<file path="src/rtl/pc_gen_pkg.sv">
// Shared constants and state encoding for the instruction-fetch PC generator.
package pc_gen_pkg;

    typedef enum logic {
        OFF = 1'b0,
        RUN = 1'b1
    } state_t;

    localparam logic ChipEnable  = 1'b1;
    localparam logic ChipDisable = 1'b0;
    localparam logic Stop        = 1'b1;
    localparam logic NoStop      = 1'b0;

endpackage

</file>
<file path="src/rtl/pc_gen_if.sv">
// Fetch-side bundle: stall/redirect inputs and the PC / chip-enable outputs.
interface pc_gen_if #(
    parameter int unsigned ADDR_W  = 32,
    parameter int unsigned STALL_W = 6
);
    logic [STALL_W-1:0] stall;
    logic               flush;
    logic [ADDR_W-1:0]  flush_pc;
    logic               br_valid;
    logic [ADDR_W-1:0]  br_target;
    logic [ADDR_W-1:0]  pc;
    logic               ce;
    logic               br_pending;

    modport master (
        input  stall, flush, flush_pc, br_valid, br_target,
        output pc, ce, br_pending
    );

    modport slave (
        output stall, flush, flush_pc, br_valid, br_target,
        input  pc, ce, br_pending
    );
endinterface

</file>
<file path="src/rtl/pc_redirect_buf.sv">
// Holds a branch target that arrived during a stall until fetch can take it.
module pc_redirect_buf
    import pc_gen_pkg::*;
#(
    parameter int unsigned ADDR_W = 32
) (
    input  logic              clk,
    input  logic              rst,
    input  logic              ce,
    input  logic              flush,
    input  logic              stall,
    input  logic              br_valid,
    input  logic [ADDR_W-1:0] br_target,
    output logic              br_pending,
    output logic [ADDR_W-1:0] buf_target
);

    // Any unstalled enabled edge either consumes the buffer or lets a direct branch supersede it.
    always_ff @(posedge clk) begin
        if (rst) begin
            br_pending <= 1'b0;
        end else if (flush) begin
            br_pending <= 1'b0;
        end else if (ce == ChipEnable) begin
            if (stall == Stop) begin
                if (br_valid) begin
                    br_pending <= 1'b1;
                    buf_target <= br_target;
                end
            end else begin
                br_pending <= 1'b0;
            end
        end
    end

endmodule

</file>
<file path="src/rtl/pc_gen.sv">
// Program-counter generator: sequencing, redirects and instruction-memory chip enable.
module pc_gen
    import pc_gen_pkg::*;
#(
    parameter int unsigned       ADDR_W    = 32,
    parameter logic [ADDR_W-1:0] RESET_VEC = '0,
    parameter int unsigned       STEP      = 1,
    parameter int unsigned       STALL_W   = 6
) (
    input  logic     clk,
    input  logic     rst,
    pc_gen_if.master bus
);

    state_t            state_q;
    state_t            state_d;
    logic              ce;
    logic [ADDR_W-1:0] pc_q;
    logic [ADDR_W-1:0] pc_d;
    logic              pending;
    logic [ADDR_W-1:0] buf_target;

    always_ff @(posedge clk) begin
        state_q <= state_d;
    end

    always_comb begin
        state_d = RUN;
        ce      = ChipDisable;
        if (rst) begin
            state_d = OFF;
        end
        if (state_q == RUN) begin
            ce = ChipEnable;
        end
    end

    // Priority uses the registered chip enable, so the edge sampling rst still advances normally.
    always_comb begin
        pc_d = pc_q;
        if (ce == ChipDisable) begin
            pc_d = RESET_VEC;
        end else if (bus.flush) begin
            pc_d = bus.flush_pc;
        end else if (bus.stall[0] == Stop) begin
            pc_d = pc_q;
        end else if (bus.br_valid) begin
            pc_d = bus.br_target;
        end else if (pending) begin
            pc_d = buf_target;
        end else begin
            pc_d = pc_q + ADDR_W'(STEP);
        end
    end

    always_ff @(posedge clk) begin
        pc_q <= pc_d;
    end

    pc_redirect_buf #(
        .ADDR_W(ADDR_W)
    ) u_redirect_buf (
        .clk       (clk),
        .rst       (rst),
        .ce        (ce),
        .flush     (bus.flush),
        .stall     (bus.stall[0]),
        .br_valid  (bus.br_valid),
        .br_target (bus.br_target),
        .br_pending(pending),
        .buf_target(buf_target)
    );

    assign bus.pc         = pc_q;
    assign bus.ce         = ce;
    assign bus.br_pending = pending;

endmodule

</file>
<file path="src/flat_wrapper.sv">
// flat-port wrapper written by rule: the top's interface ports become plain ports
module pc_gen_flat import pc_gen_pkg::*;
#(
    parameter int unsigned       ADDR_W    = 32,
    parameter logic [ADDR_W-1:0] RESET_VEC = '0,
    parameter int unsigned       STEP      = 1,
    parameter int unsigned       STALL_W   = 6
)
  (clk, rst, bus_stall, bus_flush, bus_flush_pc, bus_br_valid, bus_br_target, bus_pc, bus_ce, bus_br_pending);
  pc_gen_if #(.ADDR_W(ADDR_W), .STALL_W(STALL_W)) bus_i ();
  input  logic clk;
  input  logic rst;
  input wire logic [$bits(bus_i.stall)-1:0] bus_stall;
  input wire logic [$bits(bus_i.flush)-1:0] bus_flush;
  input wire logic [$bits(bus_i.flush_pc)-1:0] bus_flush_pc;
  input wire logic [$bits(bus_i.br_valid)-1:0] bus_br_valid;
  input wire logic [$bits(bus_i.br_target)-1:0] bus_br_target;
  output wire logic [$bits(bus_i.pc)-1:0] bus_pc;
  output wire logic [$bits(bus_i.ce)-1:0] bus_ce;
  output wire logic [$bits(bus_i.br_pending)-1:0] bus_br_pending;
  assign bus_i.stall = bus_stall;
  assign bus_i.flush = bus_flush;
  assign bus_i.flush_pc = bus_flush_pc;
  assign bus_i.br_valid = bus_br_valid;
  assign bus_i.br_target = bus_br_target;
  assign bus_pc = bus_i.pc;
  assign bus_ce = bus_i.ce;
  assign bus_br_pending = bus_i.br_pending;
  pc_gen #(.ADDR_W(ADDR_W), .RESET_VEC(RESET_VEC), .STEP(STEP), .STALL_W(STALL_W)) u_core (.clk(clk), .rst(rst), .bus(bus_i));
endmodule
</file>
<file path="config.mk">
export PLATFORM = sky130hd
export DESIGN_NAME = pc_gen_flat
export DESIGN_NICKNAME = d
export VERILOG_FILES = /design/src/rtl/pc_gen_pkg.sv /design/src/rtl/pc_gen_if.sv /design/src/rtl/pc_redirect_buf.sv /design/src/rtl/pc_gen.sv /design/src/flat_wrapper.sv
export SDC_FILE = /design/constraint.sdc
export NUM_CORES = 1
export LEC_CHECK = 0
export CORE_MARGIN = 1
export CORE_UTILIZATION = 45
export CTS_CLUSTER_SIZE = 12
export DETAILED_ROUTE_END_ITERATION = 6
export MAX_ROUTING_LAYER = met4
export PLACE_DENSITY = 0.76
export SLEW_MARGIN = 30
export SYNTH_ARGS = -nofsm -noshare
export SYNTH_HDL_FRONTEND = slang
export SYNTH_HIERARCHICAL = 1
export SYNTH_SLANG_ARGS = --single-unit
</file>
<file path="constraint.sdc">
create_clock -name clk -period 3.5 [get_ports clk]
set_input_delay 0.525 -clock clk [delete_from_list [all_inputs] [get_ports clk]]
set_output_delay 0.525 -clock clk [all_outputs]
set_load 0.05 [all_outputs]
</file>
After elaboration in Yosys (flattened, before gate mapping)
Cells that the tools add are included.
{ "totals": {"reg_bits": 66, "input_bits": 74, "out_inout_bits": 34, "wordCells": 20} }
{ "classes": {"n_addsub": 1, "eq_ne": 2, "n_mux": 8, "bitwise_logic": 2, "reduce_logical": 3} }
{ "ops": {"columns": ["cell", "count"], "rows": [
  ["$mux W32", 4],
  ["$add A32 B1 Y32 const B", 1],
  ["$reduce_and A5 Y1", 1],
  ["$mux W1", 4],
  ["$ne A2 B1 Y1 const B", 2],
  ["$not A1 Y1", 2],
  ["$reduce_and A2 Y1", 1],
  ["$reduce_or A2 Y1", 1]
]} }

Logic depth before layout (Yosys ltp)
{ "depth": {"depth_word": 5, "ltp_mapped": 7, "ltp_nobuf": 6} }

Hierarchy
Netlist, hierarchy kept.
{ "modules_own_cells": {"columns": ["module", "instances", "cells_per_inst", "area_each_um2", "seq_area_each_um2"], "rows": [
  ["pc_gen", 1, 391, 2867.8, 660.6],
  ["pc_redirect_buf", 1, 38, 1009.7, 980.9]
]} }

Worst setup path after synthesis
OpenSTA, ideal clock, no wires.
{ "synth_timing": {"kind": "reg-to-reg", "from": "register u_core.state_q", "to": "register u_core.u_redirect_buf.buf_target[0], enable pin", "setup_ps": 461, "arrival_time_ps": 3033, "t_required_ps": 3039, "path_slack_ps": 6, "stages_incl_launch_ff": 3, "n_path_buf": 0, "synth_period_minus_slack_ps": 3494, "path_cell_list": "dfxtp_1 > nand3_1 > nor3_1"} }
{ "synth_via": {"elab_chain_cells": 2} }
{ "synth_lines": {"columns": ["item", "line", "source"], "rows": [
  ["start, declared", "pc_gen.sv:15", "state_t state_q;"],
  ["start signal, assigned", "pc_gen.sv:24", "state_q <= state_d;"],
  ["$mux W1", "pc_gen.sv:33", "if (state_q == RUN) begin"],
  ["$reduce_and A5 Y1 (no source line)", null, null],
  ["end signal, assigned", "pc_redirect_buf.sv:28", "buf_target <= br_target;"],
  ["end, declared", "pc_redirect_buf.sv:15", "output logic [ADDR_W-1:0] buf_target"]
]} }
Every way passes these cells.
A chain may end at the register's enable or synchronous reset.

Worst setup path after layout
{ "layout_timing": {"from": "input port bus_br_valid", "to": "register u_core.pc_q[21], in the netlist u_core/bus.pc[21]"} }
{ "layout_via": {"elab_chain_cells": 3} }
{ "layout_lines": {"columns": ["item", "line", "source"], "rows": [
  ["start, declared", "flat_wrapper.sv:16", "input wire logic [$bits(bus_i.br_valid)-1:0] bus_br_valid;"],
  ["$mux W32", "pc_gen.sv:47", "end else if (bus.br_valid) begin"],
  ["$mux W32", "pc_gen.sv:45", "end else if (bus.stall[0] == Stop) begin"],
  ["$mux W32", "pc_gen.sv:43", "end else if (bus.flush) begin"],
  ["end signal, assigned", "pc_gen.sv:57", "pc_q <= pc_d;"],
  ["end, declared", "pc_gen.sv:18", "logic [ADDR_W-1:0] pc_q;"]
]} }
Every way passes these cells. The select of a mux whose other input is x is not followed.

==> reports/results.ini <==
[run_status]
status = finished clean

[timing]
finalWorstSetupSlack_ps = 1049
relSlewSlack = 0.5138
holdWs_ps = 526.4
tightestPinTransition_ps = 727.5
period_share = 0.7002
setup_violations = 0
final_hold_viol_count = 0
max_freq_mhz = 408.0
rsz0062_at_grt = false
min_period_ps = 2451
fin_skew_ps = 8.173
fin_tns_setup_ps = 0
drv_slew = 0

[drt]
drt_pre_antenna_iters = 5
drc = 0
initialDrtViolationCount = 349
wl_per_cell_um = 18.89
vias_per_cell = 6.158
dr_total_vias = 3904
postRouteAntennaNets = 0
wl_mm = 11.98

[setup_path]
cp-start-kind = input pin
crit_arrival_ps = 2730
path_depth = 6
cp_num_buf_inv = 1
worst-endpoint-required_ps = 3780
crit_path_end_kind = flop
cp_slowest_cell = clkdlybuf4s50_1
reg2reg_from = u_core/bus.pc[0]$_SDFFE_PN0P_
crit_start = bus_br_valid
r2r-end = u_core/bus.pc[24]$_SDFFE_PN0P_
r2r_slack_ps = 1130
crit_type = in -> reg
crit_end = u_core/bus.pc[21]$_SDFFE_PN0P_
crit_chain = clkdlybuf4s50_1 -> or2_2 -> nor3_1 -> and2_1 -> mux2i_1 -> a31oi_1
cpLargestDelayFamily = simple AND/OR/NAND/NOR gates
ff2ff_path_depth = 6
worst_path_largest_cell_delay_ps = 720
cp_max_fo = 14

[clock_tree]
cts-root-buf = clkbuf_8
clock-sinks = 66
insertion_delay_ps = 350
cts-resized-gates = 0
hold_buffers = 0
clk_pin_slew_worst_paths_ps = 80
htree_levels = 3
cts_tree = built
numCtsBuffers = 9
cts_setup_buffers = 0
clk_path_buf_depth = 2

[grt]
grt_pass1_vias = 3741
grt_pass1_wl_mm = 18.95
antenna_found_initial = 0
overflow = 0
grt.total_usage = 0.2869
grt_start_max_net_pins = 33

[power_and_ir_drop]
peakVddDrop_uv = 229.9
powerDensity_mw_per_mm2 = 408.7
power.static_leakage_nw = 1.799

[min_path]
holdCritPathClass = reg -> reg

[logic_synthesis]
ys_warn_count = 6
synthFlopType = dfxtp_1
synth_edf_count = 32
synth-async-reset-ratio = 0
syn_inst = 429
seq_area_frac_synth = 0.4234
synthDistinctLibCells = 60
synthesis.nets = 504
avgSynthCellArea_um2 = 9.038
syn-cell-area_mm2 = 0.003877
synth_seq_cells = 66

[finish]
drive_gt1_frac = 0.07750
finish.utilization = 0.6347
area_delta_synth_final_pct = 35.17
layout_commonest_cell = clkdlybuf4s50_1
design_area_mm2 = 0.005241
final_cell_mix = 102 x clkdlybuf4s50_1, 41 x nand2_1, 34 x dfxtp_1
diodes = 0
fillers = 738
fin_nets = 599

[floorplan]
core-area_mm2 = 0.008258
dieArea_mm2 = 0.008992
rows = 33
num_io_pins = 108
die_y_um = 94.83
die_width_um = 94.83
initial_core_util = 0.4695

[placed_design]
placedInstanceArea_mm2 = 0.005000
place_congestion = 0.8280
portBuffers = 102
dp_hpwl_mm = 8.371
pre_cts_ws_ps = 680.3

[run]
cap_violations = 0

==> worst min path at each step <==
stage                                                              from                             end  slack [ps]  depth (start not counted)
after CTS                                u_core/bus.pc[30]$_SDFFE_PN0P_  u_core/bus.pc[30]$_SDFFE_PN0P_         520                          1
final                                    u_core/bus.pc[30]$_SDFFE_PN0P_  u_core/bus.pc[30]$_SDFFE_PN0P_         530                          1
after global placement                   u_core/bus.pc[30]$_SDFFE_PN0P_  u_core/bus.pc[30]$_SDFFE_PN0P_         500                          1
after floorplan           u_core/u_redirect_buf/buf_target[5]$_DFFE_PP_   u_core/bus.pc[5]$_SDFFE_PN0P_         550                          2
after global routing                     u_core/bus.pc[30]$_SDFFE_PN0P_  u_core/bus.pc[30]$_SDFFE_PN0P_         530                          1
after detailed placement                 u_core/bus.pc[30]$_SDFFE_PN0P_  u_core/bus.pc[30]$_SDFFE_PN0P_         520                          1
==> metal layers <==
metal / vias to the layer above / share of wire / track usage
met3: 22 / 0.085 / 0.06200
li1: 1842 / - / -
met4: 0 / 0.018 / 0.09470
met5: - / 0 / -
met2: 215 / 0.47 / 0.4538
met1: 1825 / 0.43 / 0.3636
==> sequential cells by signal (all words and copies together) (netlist names) <==
| register | count |
|---|---|
| u_core/bus.pc | 32 |
| u_core/state_q | 1 |
| u_core/u_redirect_buf/br_pending | 1 |
| u_core/u_redirect_buf/buf_target | 32 |
==> cell type report <==
type / count / area [um2] / share of cell area
well taps: 105 / 131.4 / 0.02507
inverters: 14 / 52.55 / 0.01003
multi-input cells: 318 / 2056 / 0.3922
clock inverters: 7 / 117.6 / 0.02244
repair buffers: 115 / 1119 / 0.2134
flip-flops and latches: 66 / 1642 / 0.3132
clock buffers: 9 / 123.9 / 0.02363
==> cell families after synthesis <==
logic type,synth area share
simple gates,0.2207
fa+ha+maj,0.003226
buf+inv,0.04775
compound gates,0.2527
xor+xnor,0.03162
mux,0.02065
flops,0.4234
==> cell usage after synthesis, types with 5 or more instances <==
library cell,number,area share
nand2_1,41,0.040
dfxtp_1,34,0.18
edfxtp_1,32,0.25
o21ai_0,30,0.039
a21oi_1,28,0.036
nor2_1,25,0.024
clkbuf_1,18,0.017
nand3_1,15,0.019
nor3_1,13,0.017
inv_1,12,0.012
nand2b_1,10,0.016
o22ai_1,10,0.016
a31oi_1,9,0.015
nand4_1,9,0.015
mux2i_1,8,0.021
a211oi_1,7,0.014
o211ai_1,7,0.014
o21a_1,7,0.014
xnor2_1,7,0.016
xor2_1,7,0.016
buf_1,6,0.0058
nor4_1,6,0.0097
a221o_1,5,0.013
and4_1,5,0.011
==> worst register-to-register path, stage by stage (launching register included) <==
cell     delay (ps)
dfxtp_1         420
ha_1            250
and4_1          310
nand4_1         520
o31a_1          480
o21ai_0         160
a31oi_1         110
==> per-stage QoR <==
stage          total power [W]  std cells
2_1_floorplan         0.001165        429
4_1_cts               0.002147        634
6_report              0.002142        634
3_5_place_dp          0.001370        618
5_1_grt               0.002221        634
3_3_place_gp          0.001360        618
==> power breakdown <==
group | internal [W] | switching (W)
registers | 0.000844 | 0.0000549
logic | 0.000197 | 0.000262
clock network | 0.000471 | 0.000312
(Power assumes the default switching activity.)
